[src/rtl/spike_scan_filter.sv]
// Tick-matching spike scan filter.
// Once per tick it reads the spike-time memory word by word. Each TICK_W lane is compared
// with the tick value latched at start, and the index of every matching neuron is pushed
// into the event FIFO. The FIFO full flag stalls the push without losing any match.
module spike_scan_filter #(
    parameter int N      = 256,
    parameter int TICK_W = 8,
    parameter int WORD_W = 32,
    parameter int RD_LAT = 1,
    localparam int EPW    = WORD_W / TICK_W,
    localparam int NWORDS = N / EPW,
    localparam int AW     = $clog2(NWORDS),
    localparam int IW     = $clog2(N)
) (
    input  logic              CLK,
    input  logic              RSTN,
    input  logic              start_i,
    input  logic [TICK_W-1:0] tick_i,
    input  logic              next_tick_i,
    output logic              mem_rd_en_o,
    output logic [AW-1:0]     mem_addr_o,
    input  logic [WORD_W-1:0] mem_rdata_i,
    output logic              fifo_w_en_o,
    output logic [IW-1:0]     fifo_w_data_o,
    input  logic              fifo_full_i,
    output logic              busy_o,
    output logic              done_o,
    output logic              overrun_o,
    output logic [IW:0]       match_cnt_o
);

    typedef enum logic [2:0] {IDLE, READ, WAIT, SCAN, DONE} state_t;

    state_t            state, state_nx;
    logic [AW-1:0]     word_idx;
    logic [EPW-1:0]    mask;
    logic [EPW-1:0]    hit;
    logic [TICK_W-1:0] tick_q;
    logic [2:0]        wcnt;
    logic [IW:0]       match_cnt;
    logic [IW-1:0]     lane_sel;
    logic              busy, abort, push, last_wait, last_word;

    // One comparator per lane against the latched tick
    for (genvar l = 0; l < EPW; l++) begin : g_lane
        assign hit[l] = (mem_rdata_i[l*TICK_W +: TICK_W] == tick_q);
    end

    assign busy      = (state == READ) || (state == WAIT) || (state == SCAN);
    assign abort     = busy && next_tick_i;
    assign last_wait = (state == WAIT) && (wcnt == 3'(RD_LAT - 1));
    assign last_word = (word_idx == AW'(NWORDS - 1));
    // A tick boundary wins over a pending push so nothing is written in the abort cycle
    assign push      = (state == SCAN) && (mask != '0) && !fifo_full_i && !next_tick_i;

    // Priority encoder: lowest pending lane is served first
    always_comb begin
        lane_sel = '0;
        for (int l = EPW - 1; l >= 0; l--)
            if (mask[l]) lane_sel = IW'(l);
    end

    // Next-state logic; abort from any busy state overrides the normal flow
    always_comb begin
        state_nx = state;
        case (state)
            IDLE: if (start_i) state_nx = READ;
            READ: state_nx = WAIT;
            WAIT: if (last_wait) state_nx = SCAN;
            SCAN: if (mask == '0) state_nx = last_word ? DONE : READ;
            DONE: if (next_tick_i) state_nx = IDLE;
            default: state_nx = IDLE;
        endcase
        if (abort) state_nx = IDLE;
    end

    // State register plus datapath registers (tick latch, word pointer, mask, counters)
    always_ff @(posedge CLK) begin
        if (!RSTN) begin
            state     <= IDLE;
            word_idx  <= '0;
            mask      <= '0;
            tick_q    <= '0;
            wcnt      <= '0;
            match_cnt <= '0;
        end else begin
            state <= state_nx;
            case (state)
                IDLE: if (start_i) begin
                    tick_q    <= tick_i;
                    word_idx  <= '0;
                    match_cnt <= '0;
                end
                READ: wcnt <= '0;
                WAIT: if (!abort) begin
                    if (last_wait) mask <= hit;
                    else           wcnt <= wcnt + 3'd1;
                end
                SCAN: begin
                    if (push) begin
                        mask <= mask & (mask - EPW'(1));
                        if (match_cnt < (IW+1)'(N)) match_cnt <= match_cnt + (IW+1)'(1);
                    end else if (mask == '0 && !abort && !last_word) begin
                        word_idx <= word_idx + AW'(1);
                    end
                end
                default: ;
            endcase
            if (abort) mask <= '0;
        end
    end

    assign mem_rd_en_o   = (state == READ);
    assign mem_addr_o    = word_idx;
    assign fifo_w_en_o   = push;
    assign fifo_w_data_o = IW'(word_idx) * IW'(EPW) + lane_sel;
    assign busy_o        = busy;
    assign done_o        = (state == DONE);
    assign overrun_o     = abort;
    assign match_cnt_o   = match_cnt;

endmodule

[config.mk]
export PLATFORM = sky130hd
export DESIGN_NAME = spike_scan_filter
export DESIGN_NICKNAME = d
export VERILOG_FILES = /design/src/rtl/spike_scan_filter.sv
export SDC_FILE = /design/constraint.sdc
export NUM_CORES = 1
export LEC_CHECK = 0
export BUFFER_PORTS_ARGS = -buffer_cell sky130_fd_sc_hd__buf_2
export CAP_MARGIN = 20
export CORE_AREA = 3 3 77 79
export CTS_CLUSTER_SIZE = 28
export DETAILED_ROUTE_END_ITERATION = 8
export DIE_AREA = 0 0 80 82
export PLACE_DENSITY = 0.65
export SYNTH_ARGS = -nofsm -noshare
export SYNTH_HDL_FRONTEND = slang
export SYNTH_SLANG_ARGS = --single-unit
[constraint.sdc]
create_clock -name CLK -period 2.4 [get_ports CLK]
set_clock_uncertainty 0.05 [all_clocks]
set_input_delay 0.24 -clock CLK [delete_from_list [all_inputs] [get_ports CLK]]
set_output_delay 0.24 -clock CLK [all_outputs]
set_load 0.05 [all_outputs]
; Word level (Yosys, flattened, before mapping)
; Index checks and enable logic that the tools add are counted.
[classes]
n_reduce_logical = 27
muxes = 24
order_cmp = 1
eq_ne = 19
n_bitwise = 2
addsub = 5
[op_table]
columns = op, count
row1 = == test 8 bit, 4
row2 = 2-to-1 mux 9 bit, 3
row3 = 2-to-1 mux 8 bit, 3
row4 = 2-to-1 mux 3 bit, 7
row5 = 2-to-1 mux 6 bit, 3
row6 = case mux 9 bit (2 select lines), 1
row7 = case mux 3 bit (5 select lines), 1
row8 = "inequality test 2 bit, second input constant", 7
row9 = case mux 6 bit (2 select lines), 1
row10 = AND reduction 4 bit, 3
row11 = "adder 9 x 1 -> 9 bit, second input constant", 1
row12 = "< comparator 9 bit, second input constant", 1
row13 = adder 8 bit, 1
row14 = 2-to-1 mux 4 bit, 2
row15 = case mux 4 bit (2 select lines), 1
row16 = logical AND 1 bit, 7
row17 = "adder 6 x 1 -> 6 bit, second input constant", 1
row18 = "== test 3 x 2 -> 1 bit, second input constant", 2
row19 = "== test 6 bit, second input constant", 1
row20 = zero test 3 bit, 2
row21 = "inequality test 2 x 1 -> 1 bit, second input constant", 3
row22 = case mux 3 bit (2 select lines), 1
row23 = AND reduction 3 bit, 2
row24 = nonzero test 2 bit, 3
row25 = other kinds (13), 17
[word_totals]
ff_bits = 33
wordCells = 84
out_inout_bits = 28
inputBits = 45

; Depth between registers and ports, before layout
[logic_depth]
depth_word = 10
ltp_mapped = 7
mapped_depth_nobuf = 7

; Worst setup path before layout
; No wires, ideal clock.
[synth_path]
kind = reg2reg
start = register state[0]
end = register wcnt[0]
synth_period_minus_slack_ns = 2.255
path_buffers = 1
setup_ns = 0.116
slack_ns = 0.145
stages_incl_launch_ff = 5
arrival_ns = 2.089
required_ns = 2.234
path_cell_list = dfxtp_1 > buf_2 > nor3b_1 > nand2b_1 > nor2_1
[synth_between]
elab_chain_cells = 6
elab_cells_between_ends = 12
classes_between = eq/ne: 5 / mux: 1 / reduce/logical: 6
[synth_lines]
columns = item, line_no
row1 = from (decl), 34  ; state_t state, state_nx;
row2 = from (signal assigned), 87  ; state <= state_nx;
row3 = == test 3 x 1 -> 1 bit (*), -
row4 = via mem_rd_en_o, 20  ; output logic mem_rd_en_o,
row5 = logical OR 1 bit (2 in a row), 49  ; assign busy = (state == READ) || (state == WAIT) || (state == SCAN);
row6 = logical AND 1 bit, 50  ; assign abort = busy && next_tick_i;
row7 = inequality test 2 bit (no source line), -
row8 = AND reduction 3 bit (no source line), -
row9 = to (signal assigned), 97  ; else wcnt <= wcnt + 3'd1;
row10 = to (decl), 39  ; logic [2:0] wcnt;
; The timed path passes the listed nets; every way through them passes the cells marked *.
; A chain may end at the register's enable or synchronous reset.

; Final worst setup path
[layout_path]
start = register state[0]
end = output fifo_w_en_o
[layout_between]
elab_chain_cells = 4
[layout_lines]
columns = item, line_no
row1 = == test 3 x 2 -> 1 bit, 54  ; assign push = (state == SCAN) && (mask != '0) && !fifo_full_i && !next_tick_i;
row2 = logical AND 1 bit (3 in a row), 54
row3 = to (decl), 23  ; output logic fifo_w_en_o,
; Every way passes these cells.

==> out/qor.yml <==
rsz0062_at_grt: "false"
rr_startpoint: "state[0]"
clock_sinks: 33
arrival_ps: 1870
min_period_over_period_pct: 90.1
power.density_nw_per_um2: 535
cp_num_buf_inv: 2
synth_area_leaders: "dfxtp_1 (31%), xor2_1 (13%), nand2_1 (6.2%), a21boi_0 (3.2%), nor2_1 (3.2%)"
tns_ps: 0
synthArstFlopShare_pct: 0
cp_slowest_cell: "dfxtp_1"
worst_slew_pin_slew_ps: 602
path_clk_slew_ps: 70
path_delay_family: "flip-flops"
clk_latency_ps: 290
areaGrowthSynthToFinish_pct: 22.5
synth_area_leader_cell: "dfxtp_1"
p_sw_share_pct: 29.1
p_seq_share_pct: 43.0
initial_core_util_pct: 39.1
num-nets-final: 365
cts_tree: "built"
yosys.cell_types.count: 51
crit_type: "reg -> out"
reg2reg_depth: 5
clock_path_buffers: 2
grt_overflow_total: 0
synth.top_cell.area_share_pct: 31.2
drv_cap: 0
io_pins: 73
dp_hpwl_mm: 4.02
post-place-cells: 381
final_common_cell: "buf_2"
fmax_mhz: 463
rrSetupSlack_ps: 410
drc_errors: 0
die_area_um2: 6560
synth_cells: 254
vdd_drop_max_v: 0.000293
hold_viol: 0
hold_start: "tick_i[5]"
antenna_found_initial: 0
ys_seq_area_share_pct: 31.2
fp-row-count: 27
p_switching_w: 0.000404
final_cell_mix: "buf_2 (72), nand2_1 (35), dfxtp_1 (33)"
die_x_um: 80
setup_viol_count_final: 0
drt_iter0_drc: 80
numPortBuffers: 72
p_clk_share_pct: 38.3
die_h_um: 82
instances_no_fill: 389
htreeDepth: 2
cts-root-buf: "clkbuf_8"
p_leak_nw: 1.14
via_per_inst: 4.93
grt_first_pass_wirelength_mm: 8.06
p_int_w: 0.000982
syn_avg_cell_area_um2: 8.33
synth_nets: 303
crit_path_end_kind: "output port"
cp-start-kind: "flip-flop"
max_stage_delay_ps: 600
synth_edf_count: 0
ant_nets: 0
post_cts_buffers: 0
numCtsBuffers: 5
comb_power_share_pct: 18.7
crit_required_ps: 2110
grt_pass1_vias: 1828
avgRoutedWirePerCell_um: 13.0
netlist_area_um2: 2120
synth_seq_cells: 33
whs_path_depth: 3
crit_fanout: 13
holdPathEnd: "tick_q[5]"
r2r-end: "mask[1]"
fin_crit_ps: 2160
post_route_cells_drive_above_1_share_pct: 30.0
fp.coreArea_um2: 5410
synthFlopType: "dfxtp_1"
first_pass_iters: 4
gp_congestion: 0.848
path_cells: "and3b_1, buf_4, and3_1, buf_2"
ctsHoldBuffers: 0
slew_headroom_pct: 59.5
num_antenna_cells: 0
yosys_warnings: 0
drt-total-wl_mm: 5.06
grt_max_degree: 24
num_vias: 1919
hp-class: "in -> reg"
cts_resized: 0
grt_usage_pct: 15.8
slew_viol_final: 0
status: "completed"
through the flow:
stage	instance area [µm²]	power [W]	util (%)	hold WS, ps	worst slack (ps)
final	2590	0.00139	47.9	137	238
after global routing	2590	0.00145	47.9	156	114
after CTS	2590	0.00140	47.9	136	230
after detailed placement	2480	0.000871	45.8	439	433
after global placement	2480	0.000868	45.8	431	407
after floorplan	2120	0.000785	-	335	145
flip-flops by register name, indices dropped and copies added (netlist names):
register / cells
mask: 4
match_cnt_o: 9
mem_addr_o: 6
state: 3
tick_q: 8
wcnt: 3
power by group through the flow:
stage                     logic (W)  registers [W]  clock network, W
final                      0.000259       0.000596          0.000531
after global routing       0.000288       0.000600          0.000565
after CTS                  0.000262       0.000596          0.000544
after detailed placement   0.000261       0.000610                 0
after global placement     0.000259       0.000609                 0
after floorplan            0.000205       0.000580                 0
layout make-up:
class	count	area (µm²)
Multi-Input combinational cell	192	1310
Timing Repair Buffer	76	390
Fill cell	565	2810
Tap cell	72	90.1
Clock buffer	5	68.8
Clock inverter	3	46.3
Inverter	8	30.0
Sequential cell	33	661
worst reg2reg max path: cells and delay by family (launching register included):
family | cells | cell delay, ps
and+or+nand+nor | 3 | 1020
DFF | 1 | 450
AOI/OAI and AO/OA | 2 | 400
routing by layer:
layer	vias to the layer above	GRT usage, %	share of wire (%)
li1	1002	-	-
met1	878	19.2	43
met2	32	27.3	51
met3	7	3.29	4.6
met4	0	6.42	1.3
met5	-	0	0
worst max path at each step:
stage                   from          end  slack [ps]  depth (start not counted)
floorplan           state[0]      wcnt[0]         150                          4
global placement    state[0]      mask[1]         410                          5
detailed placement  state[0]      mask[1]         430                          5
CTS                 state[0]  fifo_w_en_o         230                          4
global route        state[0]  fifo_w_en_o         110                          4
finish              state[0]  fifo_w_en_o         240                          4
Yosys cell counts, types with 2 or more instances:
cell       n
nor2b_1    2
clkbuf_1   9
nor3b_1    3
nand3_1    8
a21oi_1    7
xnor2_1    6
a31o_2     2
a31oi_1    2
buf_2      3
a21boi_0   9
nor4_1     8
nand4_1    5
o21a_1     2
inv_1      8
ha_1       4
mux2i_1    3
nand2_1   35
o21ai_0    8
nor2_1    18
nor3_1     7
buf_4      6
xor2_1    32
o32a_1     2
or3_1      2
o31a_1     2
nand2b_1   3
buf_6      2
dfxtp_1   33
cells by family after synthesis:
kind of cell    share of synthesized area (%)
compound gates                           15.4
xor+xnor                                 15.7
fa+ha+maj                                2.37
buf+inv                                  7.10
flops                                    31.2
mux                                      1.42
simple gates                             26.7
(Power assumes the default switching activity.)
